File: src/rtl/ai_bus_master.sv
// ai_bus_master: Avalon-MM initiator that loads one shot request into the
// ai accelerator register window, starts it, reads back the result word and
// returns it with a one-cycle valid pulse. Every transfer is guarded by a
// stall timeout that aborts the request with res_err=1.
module ai_bus_master #(
    parameter int TIMEOUT = 1024
) (
    input  logic         clock,
    input  logic         reset,
    input  logic         cmd_valid,
    output logic         cmd_ready,
    input  logic [255:0] fired,
    input  logic [4:0]   ships,
    output logic         res_valid,
    output logic [63:0]  res_data,
    output logic [6:0]   res_index,
    output logic         res_err,
    output logic [2:0]   av_addr,
    output logic         av_write,
    output logic         av_read,
    output logic [63:0]  av_writedata,
    input  logic         av_waitrequest,
    input  logic [63:0]  av_readdata
);

    // Counter must be able to hold TIMEOUT itself.
    localparam int CW = $clog2(TIMEOUT + 1);

    typedef enum logic [1:0] {IDLE, WR, RD, RESP} state_t;

    state_t         state;
    logic [2:0]     step;
    logic [CW-1:0]  stall_cnt;
    logic [255:0]   fired_q;
    logic [4:0]     ships_q;

    // Word address of write step s: cells at 1..4, ships at 5, start at 0.
    function automatic logic [2:0] wr_addr(input logic [2:0] s);
        case (s)
            3'd0:    return 3'd1;
            3'd1:    return 3'd2;
            3'd2:    return 3'd3;
            3'd3:    return 3'd4;
            3'd4:    return 3'd5;
            default: return 3'd0;
        endcase
    endfunction

    // Write data of step s, taken from the request being issued.
    function automatic logic [63:0] wr_data(input logic [2:0] s,
                                            input logic [255:0] f,
                                            input logic [4:0] sh);
        case (s)
            3'd0:    return f[63:0];
            3'd1:    return f[127:64];
            3'd2:    return f[191:128];
            3'd3:    return f[255:192];
            3'd4:    return {59'd0, sh};
            default: return 64'd1;
        endcase
    endfunction

    // Result index is just the low bits of the held result word.
    assign res_index = res_data[6:0];

    // Request sequencer: all bus strobes and result outputs are registered,
    // so av_waitrequest only ever affects next-cycle state.
    always_ff @(posedge clock) begin
        if (reset) begin
            state        <= IDLE;
            step         <= 3'd0;
            stall_cnt    <= '0;
            fired_q      <= '0;
            ships_q      <= '0;
            cmd_ready    <= 1'b0;
            res_valid    <= 1'b0;
            res_data     <= '0;
            res_err      <= 1'b0;
            av_addr      <= 3'd0;
            av_write     <= 1'b0;
            av_read      <= 1'b0;
            av_writedata <= '0;
        end else begin
            case (state)
                IDLE: begin
                    cmd_ready <= 1'b1;
                    if (cmd_valid && cmd_ready) begin
                        // First write goes out next cycle straight from the
                        // incoming request; later steps use the latched copy.
                        fired_q      <= fired;
                        ships_q      <= ships;
                        step         <= 3'd0;
                        stall_cnt    <= '0;
                        cmd_ready    <= 1'b0;
                        av_write     <= 1'b1;
                        av_addr      <= wr_addr(3'd0);
                        av_writedata <= wr_data(3'd0, fired, ships);
                        state        <= WR;
                    end
                end
                WR: begin
                    if (!av_waitrequest) begin
                        stall_cnt <= '0;
                        step      <= step + 3'd1;
                        if (step == 3'd5) begin
                            av_write <= 1'b0;
                            av_read  <= 1'b1;
                            av_addr  <= 3'd0;
                            state    <= RD;
                        end else begin
                            av_addr      <= wr_addr(step + 3'd1);
                            av_writedata <= wr_data(step + 3'd1, fired_q, ships_q);
                        end
                    end else if (stall_cnt == CW'(TIMEOUT - 1)) begin
                        // This stalled cycle is number TIMEOUT: abort.
                        stall_cnt <= '0;
                        av_write  <= 1'b0;
                        res_err   <= 1'b1;
                        res_valid <= 1'b1;
                        state     <= RESP;
                    end else begin
                        stall_cnt <= stall_cnt + 1'b1;
                    end
                end
                RD: begin
                    if (!av_waitrequest) begin
                        stall_cnt <= '0;
                        av_read   <= 1'b0;
                        res_data  <= av_readdata;
                        res_err   <= 1'b0;
                        res_valid <= 1'b1;
                        state     <= RESP;
                    end else if (stall_cnt == CW'(TIMEOUT - 1)) begin
                        stall_cnt <= '0;
                        av_read   <= 1'b0;
                        res_err   <= 1'b1;
                        res_valid <= 1'b1;
                        state     <= RESP;
                    end else begin
                        stall_cnt <= stall_cnt + 1'b1;
                    end
                end
                RESP: begin
                    res_valid <= 1'b0;
                    cmd_ready <= 1'b1;
                    step      <= 3'd0;
                    state     <= IDLE;
                end
                default: state <= IDLE;
            endcase
        end
    end

endmodule

File: config.mk
export PLATFORM = sky130hd
export DESIGN_NAME = ai_bus_master
export DESIGN_NICKNAME = d
export VERILOG_FILES = /design/src/rtl/ai_bus_master.sv
export SDC_FILE = /design/constraint.sdc
export NUM_CORES = 1
export LEC_CHECK = 0
export CORE_ASPECT_RATIO = 0.8
export CORE_MARGIN = 1.5
export CORE_UTILIZATION = 48
export CTS_CLUSTER_SIZE = 10
export DETAILED_ROUTE_END_ITERATION = 7
export GPL_TIMING_DRIVEN = 0
export PLACE_DENSITY = 0.89
export SETUP_SLACK_MARGIN = 0.1
export SLEW_MARGIN = 10
export SYNTH_ARGS = -nofsm -noshare
export SYNTH_HDL_FRONTEND = slang
export SYNTH_SLANG_ARGS = --single-unit
File: constraint.sdc
create_clock -name clock -period 2.64 [get_ports clock]
set_clock_uncertainty 0.15 [all_clocks]
set_input_delay 0.264 -clock clock [delete_from_list [all_inputs] [get_ports clock]]
set_output_delay 0.264 -clock clock [all_outputs]
set_load 0.005 [all_outputs]
==> reports/summary.json <==
{
  "synth_compound_area_share_pct": 22.1,
  "holdBufCountCts": 0,
  "drt-pass1-iter-count": 6,
  "vias": 18072,
  "stdcell_area_um2": 23200,
  "critPathSlowestCell": "sky130_fd_sc_hd__dfxtp_2",
  "synth.area.top_cells": "sky130_fd_sc_hd__dfxtp_1 50%, sky130_fd_sc_hd__nand2_1 16%, sky130_fd_sc_hd__a21oi_1 11%",
  "max_freq_mhz": 404,
  "pin_count": 472,
  "overflow_left_after_global_routing": 0,
  "seqPwrFrac_pct": 39.9,
  "avgRoutedWirePerCell_um": 21.7,
  "dp_hpwl_mm": 48.2,
  "ys.flop_type": "sky130_fd_sc_hd__dfxtp_1",
  "syn_inst_count": 2059,
  "end_kind": "flip-flop",
  "worst-path-max-fanout": 10,
  "drc_viols": 0,
  "sw_frac_of_total_pct": 34.6,
  "tns_ps": 0,
  "clk_pwr_share_pct": 29.2,
  "p_leak_nw": 8.04,
  "register_area_share_after_synthesis_pct": 50.1,
  "route.detailed.vias_per_inst": 5.96,
  "cpLargestDelayFamily": "buffers and inverters",
  "setup_viol": 0,
  "r2r_end": "av_writedata[18]",
  "grt.total_usage_pct": 35.3,
  "final-max-slew-violation-count": 0,
  "rsz0062_at_grt": "yes",
  "postPlaceCellArea_um2": 21700,
  "synth_top_family_by_area": "compound AO/OA/AOI/OAI gates",
  "multiplexer_share_of_the_synthesized_area_pct": 0.273,
  "core_region_area_um2": 33700,
  "worst_slew_margin_rel_pct": 43.4,
  "switching_component_of_the_power_w": 0.00675,
  "worstPathCellList": "inv_1, ha_1, clkbuf_4, and2b_1, buf_4, a21o_1, buf_4, nand4b_4, buf_12, buf_6, o221ai_1",
  "synth_top_area_share_pct": 50.1,
  "fp.dieH_um": 169,
  "mostFrequentLayoutCell": "sky130_fd_sc_hd__nand2_1",
  "grt_antenna_before_repair": 15,
  "path_category_of_the_worst_min_delay_check": "input pin to flip-flop",
  "initialDrtViolationCount": 1978,
  "worst_setup_path_endpoint": "av_writedata[18]",
  "path_buf_inv": 6,
  "placed_cells": 2963,
  "cts-buffers-inserted": 47,
  "final_core_util_pct": 68.8,
  "clock_tree.root_cell": "sky130_fd_sc_hd__clkbuf_16",
  "nNetsFinal": 2921,
  "instances_no_fill": 3033,
  "synthAdderAreaFrac_pct": 0.986,
  "critical_path_most_common_cell": "sky130_fd_sc_hd__buf_4",
  "mostFrequentLayoutCells": "722 x sky130_fd_sc_hd__nand2_1, 470 x sky130_fd_sc_hd__clkdlybuf4s50_1, 412 x sky130_fd_sc_hd__dfxtp_1",
  "htree_num_levels": 2,
  "critical_path_required_ps": 2940,
  "place.gp.congestion": 0.947,
  "route.final.wire_length_mm": 65.7,
  "postSynthAreaPerCell_um2": 8.01,
  "cts_sinks": 413,
  "initial_utilization_pct": 48.9,
  "worst_r2r_startpoint": "state[1]",
  "synth-edff-count": 0,
  "yosysTopAreaCell": "sky130_fd_sc_hd__dfxtp_1",
  "critical_path.startpoint_type": "flip-flop",
  "max-clock-path-buffers": 3,
  "post_synth_design_cell_area_um2": 16500,
  "cp_data_arrival_time_ps": 2780,
  "synth_simple_gate_area_share_pct": 21.0,
  "worstMarginPinSlew_ps": 849,
  "drv.max_cap_violation_count": 0,
  "ff2ff_path_depth": 11,
  "clock_latency_ps": 570,
  "global_route_wire_length_before_repair_mm": 96.6,
  "yosys.area_share.xor_xnor_pct": 0.478,
  "timing.final.crit_share_pct": 93.9,
  "grt_max_degree": 13,
  "vias_in_the_first_global_route": 16973,
  "chipWidth_um": 210,
  "postSynthNetCount": 2401,
  "critical_path_launch_point": "state[1]",
  "max_stage_delay_ps": 340,
  "outcome": "finished clean",
  "post_route_cells_drive_above_1_share_pct": 6.65,
  "p_int_w": 0.0128,
  "area_growth_synth_to_finish_pct": 40.7,
  "place.port_buffers": 470,
  "ir_worst_vdd_uv": 553,
  "ant_nets": 0,
  "rrSetupSlack_ps": 160,
  "period_minus_slack_ps": 2480,
  "synth.distinct_cells": 55,
  "final_hold_viol_count": 0,
  "cts_tree": "yes",
  "synth.yosys.warnings": 0,
  "clk_pin_slew_worst_paths_ps": 50,
  "crit_type": "flip-flop to flip-flop",
  "yosys_register_bits": 413,
  "critical_path_depth": 11,
  "power_density_nw_per_um2": 841,
  "fp-row-count": 60,
  "die-area_um2": 35500,
  "synthArstFlopShare_pct": 0,
  "power_frac_comb_pct": 30.8
}
[through the flow]
stage / hold slack, ps / total power (W) / setup slack (ps)
after floorplan: 250 / 0.0107 / 498
after global placement: 290 / 0.0133 / -347
after detailed placement: 296 / 0.0135 / -429
after CTS: 83.7 / 0.0192 / 103
after global routing: 91.3 / 0.0201 / 48.8
final: 93.5 / 0.0195 / 162
[flip-flops by register name (all words and copies together) (netlist names)]
name and flops:
fired_q 256, av_write 1, state 2, step 3, ships_q 5, stall_cnt 11
res_err 1, cmd_ready 1, av_writedata 64, res_data 64, av_addr 3, res_valid 1
av_read 1
[cell usage after synthesis, types with 4 or more instances]
| library cell | count |
|---|---|
| sky130_fd_sc_hd__clkbuf_1 | 139 |
| sky130_fd_sc_hd__mux2_2 | 4 |
| sky130_fd_sc_hd__buf_1 | 31 |
| sky130_fd_sc_hd__nand3_1 | 5 |
| sky130_fd_sc_hd__nand2b_1 | 5 |
| sky130_fd_sc_hd__ha_1 | 13 |
| sky130_fd_sc_hd__nor2b_1 | 5 |
| sky130_fd_sc_hd__a222oi_1 | 4 |
| sky130_fd_sc_hd__xor2_1 | 4 |
| sky130_fd_sc_hd__o221ai_1 | 59 |
| sky130_fd_sc_hd__a211oi_1 | 6 |
| sky130_fd_sc_hd__a22o_1 | 59 |
| sky130_fd_sc_hd__xnor2_1 | 5 |
| sky130_fd_sc_hd__dfxtp_1 | 413 |
| sky130_fd_sc_hd__a221oi_1 | 63 |
| sky130_fd_sc_hd__a21oi_1 | 348 |
| sky130_fd_sc_hd__nand2_1 | 722 |
| sky130_fd_sc_hd__inv_1 | 8 |
| sky130_fd_sc_hd__buf_2 | 12 |
| sky130_fd_sc_hd__o21ai_0 | 5 |
| sky130_fd_sc_hd__nor2_1 | 24 |
| sky130_fd_sc_hd__and2_1 | 4 |
| sky130_fd_sc_hd__buf_4 | 10 |
| sky130_fd_sc_hd__nand4_1 | 62 |
[area by class of cell]
class / instances / area [um^2]
Buffer: 192 / 916
Clock inverter: 3 / 26.3
Multi-Input combinational cell: 1444 / 7430
Antenna cell: 14 / 35.0
Inverter: 9 / 33.8
Sequential cell: 413 / 8270
Fill cell: 2648 / 10500
Timing Repair Buffer: 472 / 4730
Clock buffer: 52 / 1210
Tap cell: 434 / 543
[tightest hold or removal path, cell delays in order]
cell and delay [ps]:
sky130_fd_sc_hd__clkdlybuf4s50_1 390, sky130_fd_sc_hd__nand2_1 50, sky130_fd_sc_hd__a21oi_1 50
[routing by layer]
metal / vias to the layer above / track usage [%] / share of wire, %
li1: 8185 / - / -
met1: 8466 / 46.0 / 40
met2: 1193 / 54.7 / 44
met3: 224 / 8.85 / 11
met4: 4 / 17.1 / 4.7
met5: - / 0 / 0.037
[worst min path at each step]
| stage | cells past startpoint | end | from | slack, ps |
|---|---|---|---|---|
| 6_report | 3 | fired_q[250] | fired[250] | 90 |
| 4_1_cts | 3 | fired_q[183] | fired[183] | 80 |
| 3_5_place_dp | 2 | fired_q[61] | fired_q[61] | 300 |
| 5_1_grt | 3 | fired_q[180] | fired[180] | 90 |
| 3_3_place_gp | 2 | fired_q[0] | fired_q[0] | 290 |
| 2_1_floorplan | 2 | fired_q[0] | fired[0] | 250 |
[timing repair]
item                       in CTS  in global routing
setup buffers                   0                  2
setup endpoints to repair     329                308
gates resized for setup        31                127
pin swaps                       2                  3
[power by group through the flow]
stage / sequential (W) / combinational, W / clock (W)
floorplan: 0.00769 / 0.00298 / 0
global placement: 0.00783 / 0.00552 / 0
detailed placement: 0.00785 / 0.00563 / 0
CTS: 0.00774 / 0.00573 / 0.00568
global route: 0.00785 / 0.00637 / 0.00592
finish: 0.00779 / 0.00602 / 0.00570
[kinds of logic (layout without fill, tap and decap cells)]
family	Yosys count	count (layout)
flops	413	413
simple gates	848	848
mux	4	4
fa+ha+maj	13	13
buf+inv	202	728
compound gates	570	570
other cells	0	14
xor+xnor	9	9
No activity file was read; power rests on OpenSTA's default activity.
